[config.mk]
export PLATFORM = sky130hd
export DESIGN_NAME = mem_1r1w_fifo_ctrl
export DESIGN_NICKNAME = d
export VERILOG_FILES = /design/src/rtl/mem_1r1w_fifo_ctrl.sv
export SDC_FILE = /design/constraint.sdc
export NUM_CORES = 1
export LEC_CHECK = 0
export CORE_MARGIN = 2
export CORE_UTILIZATION = 35
export DETAILED_ROUTE_END_ITERATION = 16
export GPL_TIMING_DRIVEN = 0
export PLACE_DENSITY = 0.71
export SLEW_MARGIN = 5
export SYNTH_ARGS = -nofsm -noshare
export SYNTH_HDL_FRONTEND = slang
export SYNTH_SLANG_ARGS = --single-unit
[constraint.sdc]
create_clock -name clock -period 6.7 [get_ports clock]
set_input_delay 1.34 -clock clock [delete_from_list [all_inputs] [get_ports clock]]
set_output_delay 1.34 -clock clock [all_outputs]
set_load 0.05 [all_outputs]
[src/rtl/mem_1r1w_fifo_ctrl.sv]
`default_nettype none
// ============================================================================
// Module   : mem_1r1w_fifo_ctrl
// Brief    : FIFO controller around an external 1R1W memory with a 1-cycle
//            read latency, plus a 2-entry output buffer for full throughput.
// Revision : 1.0 - initial release
// ============================================================================
module mem_1r1w_fifo_ctrl #(
    parameter int DEPTH  = 48,
    parameter int WIDTH  = 64,
    parameter int ADDR_W = 6
) (
    input  logic              clock,
    input  logic              reset,
    input  logic              enq_valid,
    output logic              enq_ready,
    input  logic [WIDTH-1:0]  enq_bits,
    output logic              deq_valid,
    input  logic              deq_ready,
    output logic [WIDTH-1:0]  deq_bits,
    output logic [5:0]        count,
    output logic [ADDR_W-1:0] W0_addr,
    output logic              W0_en,
    output logic [WIDTH-1:0]  W0_data,
    output logic [ADDR_W-1:0] R0_addr,
    output logic              R0_en,
    input  logic [WIDTH-1:0]  R0_data
);

    localparam int                 c_MCNT_W    = ADDR_W + 1;
    localparam int                 c_COUNT_W   = 6;
    localparam logic [ADDR_W-1:0]  c_LAST_ADDR = ADDR_W'(DEPTH - 1);
    localparam logic [c_MCNT_W-1:0] c_FULL     = c_MCNT_W'(DEPTH);

    logic [ADDR_W-1:0]    r_wr_ptr;
    logic [ADDR_W-1:0]    r_rd_ptr;
    logic [c_MCNT_W-1:0]  r_mem_cnt;
    logic                 r_rd_inflight;
    logic [1:0]           r_ob_cnt;
    logic [WIDTH-1:0]     r_ob_data [2];
    logic [c_COUNT_W-1:0] r_count;

    logic                 w_enq_ready;
    logic                 w_enq;
    logic                 w_deq;
    logic                 w_rd;
    logic [1:0]           w_occ;
    logic [c_MCNT_W-1:0]  w_mem_cnt_nxt;
    logic [1:0]           w_ob_cnt_nxt;
    logic [1:0]           w_ob_tail;
    logic [c_COUNT_W-1:0] w_count_nxt;

    function automatic logic [ADDR_W-1:0] f_next_ptr(input logic [ADDR_W-1:0] p);
        return (p == c_LAST_ADDR) ? '0 : p + 1'b1;
    endfunction

    always_comb begin
        w_enq_ready = (r_mem_cnt != c_FULL);
        w_enq       = enq_valid & w_enq_ready & ~reset;
        w_deq       = (r_ob_cnt != 2'd0) & deq_ready & ~reset;
        // Slots already claimed in the output buffer: held words plus the read in flight.
        w_occ       = r_ob_cnt + {1'b0, r_rd_inflight};
        w_rd        = ~reset & (r_mem_cnt != '0)
                    & ((w_occ < 2'd2) | ((w_occ == 2'd2) & w_deq));

        w_mem_cnt_nxt = r_mem_cnt;
        if (w_enq && !w_rd) begin
            w_mem_cnt_nxt = r_mem_cnt + 1'b1;
        end else if (!w_enq && w_rd) begin
            w_mem_cnt_nxt = r_mem_cnt - 1'b1;
        end

        w_ob_cnt_nxt = r_ob_cnt + {1'b0, r_rd_inflight} - {1'b0, w_deq};
        // Capture lands behind whatever survives this cycle's dequeue.
        w_ob_tail    = r_ob_cnt - {1'b0, w_deq};
        w_count_nxt  = c_COUNT_W'(w_mem_cnt_nxt) + c_COUNT_W'(w_rd)
                     + c_COUNT_W'(w_ob_cnt_nxt);
    end

    always_ff @(posedge clock) begin
        if (reset) begin
            r_wr_ptr      <= '0;
            r_rd_ptr      <= '0;
            r_mem_cnt     <= '0;
            r_rd_inflight <= 1'b0;
            r_ob_cnt      <= 2'd0;
            r_count       <= '0;
        end else begin
            if (w_enq) begin
                r_wr_ptr <= f_next_ptr(r_wr_ptr);
            end
            if (w_rd) begin
                r_rd_ptr <= f_next_ptr(r_rd_ptr);
            end
            r_mem_cnt     <= w_mem_cnt_nxt;
            r_rd_inflight <= w_rd;
            r_ob_cnt      <= w_ob_cnt_nxt;
            r_count       <= w_count_nxt;
        end
    end

    // Data registers need no reset; r_ob_cnt qualifies them.
    always_ff @(posedge clock) begin
        if (w_deq) begin
            r_ob_data[0] <= r_ob_data[1];
        end
        if (r_rd_inflight && !reset) begin
            r_ob_data[w_ob_tail[0]] <= R0_data;
        end
    end

    assign enq_ready = w_enq_ready;
    assign deq_valid = (r_ob_cnt != 2'd0);
    assign deq_bits  = r_ob_data[0];
    assign count     = r_count;
    assign W0_en     = w_enq;
    assign W0_addr   = r_wr_ptr;
    assign W0_data   = enq_bits;
    assign R0_en     = w_rd;
    assign R0_addr   = r_rd_ptr;

endmodule
`default_nettype wire

* Word level (Yosys, flattened, before mapping)
Memory sizes are Yosys's and may differ from the RTL's.
Index checks and enable logic that the tools add are counted.
** Operators by class
- Add/subtract/negate cells :: 9
- Multiplexer cells :: 8
- Order comparisons :: 1
- Bitwise logic cells :: 9
- Reductions and logical operators :: 9
- Eq/ne operators :: 4
** Operators by type and width (number)
- $mux W7 :: 2
- $add A6 B1 Y6 const B :: 2
- $eq A6 B6 Y1 const B :: 2
- $mux W6 :: 2
- $add A7 B1 Y7 const B :: 1
- $and A1 B1 Y1 :: 7
- $ne A7 B6 Y1 const B :: 1
- $reduce_bool A7 Y1 :: 1
- $sub A7 B1 Y7 const B :: 1
- $add A6 B1 Y6 :: 1
- $add A6 B2 Y6 :: 1
- $mux W1 :: 4
- $reduce_bool A2 Y1 :: 2
- $logic_and A1 B1 Y1 :: 3
- $logic_not A1 Y1 :: 3
- $add A2 B1 Y2 :: 1
- $eq A2 B2 Y1 const B :: 1
- $lt A2 B2 Y1 const B :: 1
- $sub A2 B1 Y2 :: 1
- $not A1 Y1 :: 1
- $or A1 B1 Y1 :: 1
- $sub A1 B1 Y1 :: 1
** Word-level totals
- Output and inout port bits :: 150
- Input bits :: 132
- Bits in registers :: 28
- Memories kept :: 1
- Memory bits (writable) :: 128
** Memory list
- r_ob_data :: depth 2, width 64, read ports 2, clocked after memory_dff 0, write ports 2, line 40 : logic [WIDTH-1:0] r_ob_data [2];

* Depth between registers and ports, before layout
Gate-level depths: netlist of the first run.
- Depth after elaboration :: 11
- Depth in mapped cells :: 17
- Depth with buffers taken out :: 16

* Least setup slack after synthesis of the first run
OpenSTA, ideal clock, no wires.
- Path kind :: input-to-reg
- Start :: input reset
- End :: memory r_ob_data[1][0] (enable)
- Path buffers :: 1
- Required time :: 6123 ps
- Setup slack :: -72 ps
- Stages on the path :: 2
- Data arrival time :: 6195 ps
- Library setup time :: 577 ps
- Path through :: buf_2 nor3b_1
** RTL lines
- start, declared :: line 14 : input logic reset,
- end, declared :: line 40

* Worst setup path in the final report of the first run
- Start :: input deq_ready
- End :: output R0_en
** Between the ends
- Cells in the longest elaborated chain, start to end :: 5
** RTL lines
- start, declared :: line 19 : input logic deq_ready,
- $and A1 B1 Y1 (2 in series) :: line 60 : w_deq = (r_ob_cnt != 2'd0) & deq_ready & ~reset;
- $and A1 B1 Y1 :: line 64 : & ((w_occ < 2'd2) | ((w_occ == 2'd2) & w_deq));
- $or A1 B1 Y1 :: line 64
- $and A1 B1 Y1 :: line 64
- end, declared :: line 26 : output logic R0_en,
Every way passes these cells.

==> metrics.yaml, run 1 <==
die:
  rows: 50
  pin_count: 282
  die_area_um2: 20000
  die_h_um: 141
  fp.dieW_um: 141
  floorplan.initialDensity: 0.355
  core_area_um2: 18600
drt:
  vias: 4350
  dr.pass1.iters: 4
  avgViaCountPerCell: 4.70
  drt_iter0_markers: 235
  ant_nets: 0
  wl_per_cell_um: 17.2
  wl_um: 15900
  drc: 0
clocking:
  cts.hold.buffers_added: 0
  cts_made_buffers: 17
  cts_tree: "yes"
  clkSinkCount: 156
  cts.htree.levels: 4
  cts_resized: 0
  cts-root-buf: "clkbuf_16"
  clock_latency_ns: 0.42
  cts.reportedPaths.clkPinSlew_ns: 0.06
  cts_buffer_depth: 2
  cts_setup_buffers: 0
global_routing:
  grt_pass1_wl_um: 23600
  grt_usage: 0.153
  gr-total-overflow: 0
  grt_max_degree: 65
  first_global_vias: 4434
  grt_antenna_before_repair: 0
finish:
  fill_cells: 1522
  nNetsFinal: 822
  n_antenna_cell: 0
  final_layout_size_suffix_gt1_frac: 0.257
  fin_cells: 926
  multi_input_area_um2: 1640
  syn_to_final_growth_pct: 48.1
  register_area_um2: 4400
logic_synthesis:
  synth_top_area_frac: 0.582
  async_flop_share: 0
  syn_area_um2: 6600
  yosysMostFrequentCell: "edfxtp_1"
  synth_top_cells_by_area: "edfxtp_1 (58%), mux2_2 (11%), dfxtp_1 (8.5%)"
  synth-edff-count: 128
  ys_seq_area_frac: 0.667
  synth_area_per_cell_um2: 15.0
  synth_common_cells: "edfxtp_1 (128), buf_4 (64), mux2_2 (64), dfxtp_1 (28), nor2_1 (24)"
  yosysTopAreaCell: "edfxtp_1"
  ys_warn_count: 0
  synth_ff_type: "edfxtp_1"
  netlist_instances: 439
  ys_ff_latch: 156
  synthDistinctLibCells: 48
  syn_nets: 582
timing:
  worst_pin_slew_ns: 0.735
  finalHoldViolCount: 0
  slew_headroom: 0.510
  finalCritPeriodShare: 0.733
  fmax_mhz: 204
  setup-tns-final_ns: 0
  fin_crit_ns: 4.91
  setup_viol: 0
  rsz0062_at_grt: "no"
  drv_slew: 0
  finClkSkew_ns: 0.0111
outcome:
  status: "finished clean"
placement:
  dp.cells: 894
  hpwl_um: 11700
  gp_congestion: 0.816
  portBuffers: 216
pwr:
  power.leakage_nw: 3.59
  ir_worst_vdd_mv: 0.229
  cellPowerDensity_nw_per_um2: 371
hold_path:
  hp-class: "reg2reg"
flow_run:
  drv_cap: 0
setup_path:
  cp-end-kind: "output port"
  critPathKind: "in2out"
  crit_arrival_ns: 3.57
  path_max_fanout: 9
  cp.required_ns: 5.36
  cp-start-kind: "input port"
## layout by cell type (no fill, tap or decap), types with 3 or more instances in the layout
master	count
clkdlybuf4s50_1	216
a21oi_1	13
nand2_1	8
o21ai_0	7
and2_1	3
and3_1	4
nand3_1	8
nor2_1	24
xnor2_1	7
mux2_2	64
xor2_1	5
buf_8	3
inv_6	7
clkbuf_1	4
clkbuf_16	17
edfxtp_1	128
or3_1	4
nor3_1	3
inv_1	14
buf_4	64
dfxtp_1	28
ha_1	9
buf_2	7
## per-layer routing
layer	part of all wire	up-vias	GRT usage
met4	0.0056	0	0.0332
met5	0	-	0
met2	0.50	229	0.269
met1	0.41	2077	0.183
met3	0.080	9	0.0513
li1	-	2035	-
## cell families (layout without fill, tap and decap cells)
kind of cell    Yosys count  after routing  share of synthesized area
compound gates           34             34                     0.0358
simple gates             70             70                     0.0561
flops                   156            156                      0.667
fa+ha+maj                11             11                     0.0231
buf+inv                  89            342                     0.0883
xor+xnor                 12             12                     0.0159
mux                      67             67                      0.114
## stage by stage
stage / setup WS [ns] / power (mW) / hold slack [ns] / util / instance area, um2
floorplan: 1.66 / 2.23 / 0.513 / - / 6610
global placement: 0.162 / 2.64 / 0.478 / 0.488 / 9060
detailed placement: 1.73 / 2.68 / 0.487 / 0.494 / 9180
CTS: 1.79 / 3.67 / 0.499 / 0.526 / 9780
global route: 1.71 / 3.79 / 0.535 / 0.526 / 9780
finish: 1.79 / 3.63 / 0.499 / 0.526 / 9780
## worst max-delay path: stages
cell and delay [ns]:
clkdlybuf4s50_1 0.57, nand3_1 0.12, a221o_1 0.43, nor2_1 0.26, clkdlybuf4s50_1 0.86
## sequential cells by signal, indices dropped and copies added (netlist names)
register	flops
R0_addr	6
W0_addr	6
count	6
r_mem_cnt	7
r_ob_cnt	2
r_ob_data	128
r_rd_inflight	1
## report_power, final
group | total [mW] | internal [mW] | switching, mW
Combinational | 1.35 | 0.488 | 0.863
Sequential | 1.30 | 1.23 | 0.0661
Clock | 0.979 | 0.566 | 0.413
## final timing paths
kind	from	endpoint	cells past startpoint	slack (ns)
hold / removal	R0_addr[1]	R0_addr[1]	2	0.50
setup reg to reg	r_mem_cnt[0]	count[4]	17	2.58
setup / recovery	deq_ready	R0_en	5	1.79
hold reg to reg	R0_addr[1]	R0_addr[1]	2	0.50
## layout make-up
class | instances | area share
clock buffer | 18 | 0.0439
inverter | 14 | 0.00537
tap | 234 | 0.0299
sequential | 156 | 0.450
multi-input combinational | 194 | 0.167
clock inverter | 14 | 0.0179
timing repair buffer | 221 | 0.231
buffer | 75 | 0.0542
Note: power is estimated with default switching activity, not from simulation.
==> run 2, diff against run 1 <==
clock period = 4.1 ns   (was 6.7 ns; I/O delays follow)
==> run 2 against run 1 <==
Effect of this change:
- power up 61%
- first-iteration DRC count decreased by 2.1%
- sequential share of layout area rose by 0.063 points
- routed wire length grew 0.26%
- combinational power rose by 66%
- die area is the same
- flip-flop and latch count unchanged
- clock-buffer cell count decreased by 1
- global-route usage is 0.40 points higher
- sequential power grew 63%
- critical path type is now in2reg
==> metrics.yaml, run 2 (synthesis gave the netlist of run 1 again) <==
die:
  rows: 50  # unchanged
  die_h_um: 141  # unchanged
  fp.dieW_um: 141  # unchanged
  core_area_um2: 18600  # unchanged
  floorplan.initialDensity: 0.355  # unchanged
  die_area_um2: 20000  # unchanged
  pin_count: 282  # unchanged
setup_path:
  cp_top_family: "adder cells"
  critPathKind: "in2reg"
  cp.required_ns: 4.41  # -0.95 ns
  cp_cell_sequence: "clkdlybuf4s50_1 -> nand3_1 -> a221o_2 -> nor2_4 -> inv_1 -> ha_1 -> buf_2 -> nor2_1 -> xnor2_1 -> fa_1 -> fa_1 -> inv_1 -> o2111ai_1 -> xor2_1 -> and2_1"
  critPathBufInv: 4  # +2
  slowest_delay_ns: 0.57  # -0.29 ns
  cp-end-kind: "flop"
  cp_slowest_cell: "clkdlybuf4s50_1"
  cp-start-kind: "input port"
  crit_arrival_ns: 4.16  # +0.59 ns
  path_max_fanout: 10  # +1
drt:
  dr.pass1.iters: 4  # unchanged
  avgViaCountPerCell: 4.71  # +0.16%
  top_layer_used: "met4"
  vias: 4357  # +0.16%
  wl_per_cell_um: 17.2  # +0.26%
  ant_nets: 0  # unchanged
  wl_met2_um: 7970  # -0.56%
  dr_wl_met3_um: 1180  # -6.9%
  drt_iter0_markers: 230  # -2.1%
  drc: 0  # unchanged
  wl_um: 16000  # +0.26%
  wl_met1_um: 6640  # +1.5%
global_routing:
  grt_antenna_before_repair: 0  # unchanged
  grt_max_degree: 57  # -12%
  grt_pass1_wl_um: 24000  # +1.7%
  first_global_vias: 4522  # +2.0%
  gr-total-overflow: 0  # unchanged
  grt_usage: 0.157  # +0.00396
placement:
  hpwl_um: 12000  # +2.4%
  portBuffers: 216  # unchanged
  placed_cell_area_um2: 9200  # +0.22%
  gp_congestion: 0.861  # +5.5%
finish:
  final_cell_area_um2: 9770  # -0.14%
  top_register: "r_ob_data"
  multi_input_area_um2: 1650  # +0.92%
  syn_to_final_growth_pct: 47.9
  n_antenna_cell: 0  # unchanged
  nNetsFinal: 823  # +0.12%
  fill_cells: 1553  # +2.0%
  final_layout_size_suffix_gt1_frac: 0.263  # +0.00578
  register_area_um2: 4400  # unchanged
  largest_registers: "r_ob_data (128), r_mem_cnt (7)"
  layout_commonest_cell: "clkdlybuf4s50_1"
  largest_reg_flops: 128  # unchanged
  layout_common_cells: "clkdlybuf4s50_1 (216), edfxtp_1 (128), buf_4 (65)"
hold_path:
  hp-class: "reg2reg"
outcome:
  status: "finished clean"
clocking:
  cts-root-buf: "clkbuf_16"
  clock_latency_ns: 0.42  # about the same
  cts.htree.levels: 4  # unchanged
  cts_tree: "yes"
  cts.reportedPaths.clkPinSlew_ns: 0.07  # about the same
  cts_buffer_depth: 2  # unchanged
  clkSinkCount: 156  # unchanged
  cts_made_buffers: 17  # unchanged
timing:
  setup_viol: 0  # unchanged
  worst_pin_slew_ns: 0.722  # -0.0132 ns
  finalHoldViolCount: 0  # unchanged
  slew_headroom: 0.519  # +0.00882
  rsz0062_at_grt: "no"
  fmax_mhz: 260
  finClkSkew_ns: 0.0104  # -0.000735 ns
  setup-tns-final_ns: 0  # unchanged
  finalCritPeriodShare: 0.937
  fin_crit_ns: 3.84
  drv_slew: 0  # unchanged
flow_run:
  drv_cap: 0  # unchanged
pwr:
  cellPowerDensity_nw_per_um2: 597  # +61%
  ir_worst_vdd_mv: 0.384  # +68%
  power.leakage_nw: 3.57  # -0.52%
## run 2: cell count changes in the layout (fill, tap and decap cells not counted), moves of 2 or more
cell        delta
bufinv_16      -2
clkinv_4       +2
clkinvlp_4     +2
inv_6          -2
## run 2: where the power goes
group	switching (mW)	internal, mW
Clock	0.673	0.795
Sequential	0.109	2.01
Combinational	1.42	0.826
Total	2.20	3.63
## run 2: repair_timing
item | CTS | global route
endpoints found under the setup margin | 1 | 1
pin swaps | 0 | 0
hold buffers | 0 | 0
endpoints found under the hold margin | 0 | 0
resized for setup | 1 | 1
buffers inserted | 0 | 1
## run 2: stage by stage
| step | setup WS, ns | power, mW | utilization | hold slack [ns] | instances |
|---|---|---|---|---|---|
| 4_1_cts | 0.0581 | 5.87 | 0.525 | 0.514 | 925 |
| 5_1_grt | 0.0337 | 6.12 | 0.526 | 0.541 | 926 |
| 2_1_floorplan | 0.0613 | 3.66 | - | 0.513 | 439 |
| 3_5_place_dp | -0.289 | 4.38 | 0.495 | 0.502 | 894 |
| 3_3_place_gp | -1.89 | 4.32 | 0.488 | 0.480 | 889 |
| 6_report | 0.258 | 5.83 | 0.526 | 0.514 | 926 |
## run 2: cell type report
type                       count  area share
tap                          234      0.0300
multi-input combinational    194       0.169
inverter                      14     0.00538
clock buffer                  17      0.0436
buffer                        75      0.0543
timing repair buffer         222       0.234
clock inverter                14      0.0133
sequential                   156       0.451
## run 2: final timing paths
path                                    from    endpoint  slack (ns)  depth (start not counted)
worst max register to register  r_mem_cnt[0]    count[4]        0.28                         16
worst min-delay path              R0_addr[0]  R0_addr[0]        0.51                          2
worst min register to register    R0_addr[0]  R0_addr[0]        0.51                          2
worst max-delay path               deq_ready    count[4]        0.26                         15
## run 2: worst min-delay path: stages (launching register included)
cell,delay (ns)
dfxtp_1,0.34
nand2_1,0.07
a21oi_1,0.06
## run 2: metal layers
layer / up-vias / global-route usage
li1: 2047 / -
met1: 2079 / 0.184
met2: 219 / 0.276
met3: 12 / 0.0466
met4: 0 / 0.0537
met5: - / 0
==> run 3, diff against run 2 <==
RECOVER_POWER = 100   (was not set)
==> run 3 against run 2 <==
Effect of this change:
- clock-buffer cell count stayed put
- cell count stayed put
- clock power is essentially flat
- core utilization down 0.75 points
- largest power group is now sequential cells
- highest routed layer unchanged
==> metrics.yaml, run 3 (synthesis gave the netlist of run 1 again) <==
flow_run:
  drv_cap: 0  # unchanged
timing:
  finalHoldViolCount: 0  # unchanged
  slew_headroom: 0.113  # -0.405
  whs_ns: 0.509  # -0.00531 ns
  setup_viol: 0  # unchanged
  worst_pin_slew_ns: 1.33  # +0.605 ns
  fin_crit_ns: 3.82  # -0.0174 ns
  rsz0062_at_grt: "no"
  finalCritPeriodShare: 0.933  # -0.00425
  fmax_mhz: 261  # +0.46%
  finClkSkew_ns: 0.0147  # +0.00434 ns
  drv_slew: 0  # unchanged
clocking:
  cts_tree: "yes"
  cts-root-buf: "clkbuf_16"
  cts_buffer_depth: 2  # unchanged
  clock_latency_ns: 0.42  # about the same
  cts.htree.levels: 4  # unchanged
  clkSinkCount: 156  # unchanged
  cts.hold.buffers_added: 0  # unchanged
  cts.reportedPaths.clkPinSlew_ns: 0.07  # about the same
  cts_made_buffers: 17  # unchanged
setup_path:
  cp-end-kind: "flop"
  rr_endpoint: "count[4]"
  endpoint: "r_ob_data[1][54]"
  ff2ff_setup_slack_ns: 0.32  # +0.04 ns
  cp-start-kind: "input port"
  path_max_fanout: 18  # +8
  r2r-start: "r_mem_cnt[0]"
  crit_path_start: "deq_ready"
  crit_arrival_ns: 3.88  # -0.28 ns
  critPathKind: "in2reg"
  reg2reg_depth: 16  # unchanged
  cp.required_ns: 4.15  # -0.26 ns
placement:
  portBuffers: 216  # unchanged
  gp_congestion: 0.861  # unchanged
  dp.cells: 894  # unchanged
  hpwl_um: 12000  # unchanged
  placed_cell_area_um2: 9200  # unchanged
global_routing:
  grt_max_degree: 57  # unchanged
  gr-total-overflow: 0  # unchanged
  grt_antenna_before_repair: 0  # unchanged
  grt_usage: 0.157  # unchanged
  grt_pass1_wl_um: 24000  # unchanged
  first_global_vias: 4522  # unchanged
hold_path:
  hp-class: "reg2reg"
  hp-start: "R0_addr[0]"
drt:
  vias: 4363  # +0.14%
  drc: 0  # unchanged
  drt_iter0_markers: 195  # -15%
  avgViaCountPerCell: 4.71  # +0.14%
  dr.pass1.iters: 4  # unchanged
  wl_per_cell_um: 17.2  # -0.16%
  ant_nets: 0  # unchanged
  wl_um: 15900  # -0.16%
finish:
  largest_reg_flops: 128  # unchanged
  syn_to_final_growth_pct: 45.8
  top_register: "r_ob_data"
  final_cell_area_um2: 9630  # -1.4%
  layout_commonest_cell: "dlygate4sd3_1"
  largest_registers: "r_ob_data (128), r_mem_cnt (7)"
  layout_common_cells: "dlygate4sd3_1 (214), edfxtp_1 (128), buf_4 (64)"
  fill_cells: 1572  # +1.2%
  nNetsFinal: 823  # unchanged
  n_antenna_cell: 0  # unchanged
  multi_input_area_um2: 1610  # -2.7%
  fin_cells: 926  # unchanged
  final_layout_size_suffix_gt1_frac: 0.240  # -0.0231
  register_area_um2: 4400  # unchanged
pwr:
  power.leakage_nw: 3.62  # +1.4%
  cellPowerDensity_nw_per_um2: 590  # -1.2%
  ir_worst_vdd_mv: 0.362  # -5.8%
  total_power_mw: 5.68  # -2.6%
die:
  floorplan.initialDensity: 0.355  # unchanged
  rows: 50  # unchanged
  die_area_um2: 20000  # unchanged
  core_area_um2: 18600  # unchanged
  fp.dieW_um: 141  # unchanged
  pin_count: 282  # unchanged
  die_h_um: 141  # unchanged
outcome:
  status: "finished clean"
-- run 3: changes by cell type in the layout (fill, tap and decap cells not counted), moves of 2 or more --
cell             delta
buf_8               -2
clkdlybuf4s50_1   -214
clkbuf_2            +2
dlygate4sd3_1     +214
and2_1              -2
mux2_2              -3
and2_0              +2
buf_16              -3
mux2_1              +3
clkbuf_1            +8
buf_2               -5
-- run 3: layout make-up --
type | instances | share of cell area
buffer | 75 | 0.0544
clock buffer | 17 | 0.0442
clock inverter | 14 | 0.0135
inverter | 14 | 0.00546
multi-input combinational | 194 | 0.167
sequential | 156 | 0.457
tap | 234 | 0.0304
timing repair buffer | 222 | 0.228
-- run 3: metal layers --
metal	track usage	routed length, um	vias to the layer above
li1	-	-	2040
met1	0.184	6640	2094
met2	0.276	8040	216
met3	0.0466	1100	13
met4	0.0537	151	0
met5	0	0	-
-- run 3: power breakdown --
group / switching [mW] / internal, mW
clock network: 0.677 / 0.794
logic: 1.40 / 0.697
registers: 0.102 / 2.01
-- run 3: critical path, stage by stage --
cell and delay, ns:
clkdlybuf4s50_1 0.56, mux2i_1 0.12, nor3b_1 1.05, clkbuf_1 0.75, clkbuf_2 0.55
-- run 3: timing repair --
action | 4_1_cts | 5_1_grt
buffers inserted | 0 | 1
setup endpoints to repair | 1 | 1
gates resized for setup | 1 | 1
-- run 3: worst min-delay path by stage --
stage / endpoint / slack, ns / cells after the start
after global placement: R0_addr[1] / 0.48 / 2
after CTS: R0_addr[0] / 0.51 / 2
after detailed placement: R0_addr[0] / 0.50 / 2
after global routing: R0_addr[0] / 0.54 / 2
after floorplan: r_mem_cnt[6] / 0.51 / 2
final: R0_addr[0] / 0.51 / 2
-- run 3: through the flow --
| stage | TNS, ns | worst slack, ns | util |
|---|---|---|---|
| final | 0 | 0.276 | 0.518 |
| after global routing | 0 | 0.0284 | 0.518 |
| after CTS | 0 | 0.0581 | 0.525 |
| after detailed placement | -0.312 | -0.289 | 0.495 |
| after global placement | -196.73 | -1.89 | 0.488 |
| after floorplan | 0 | 0.0613 | - |
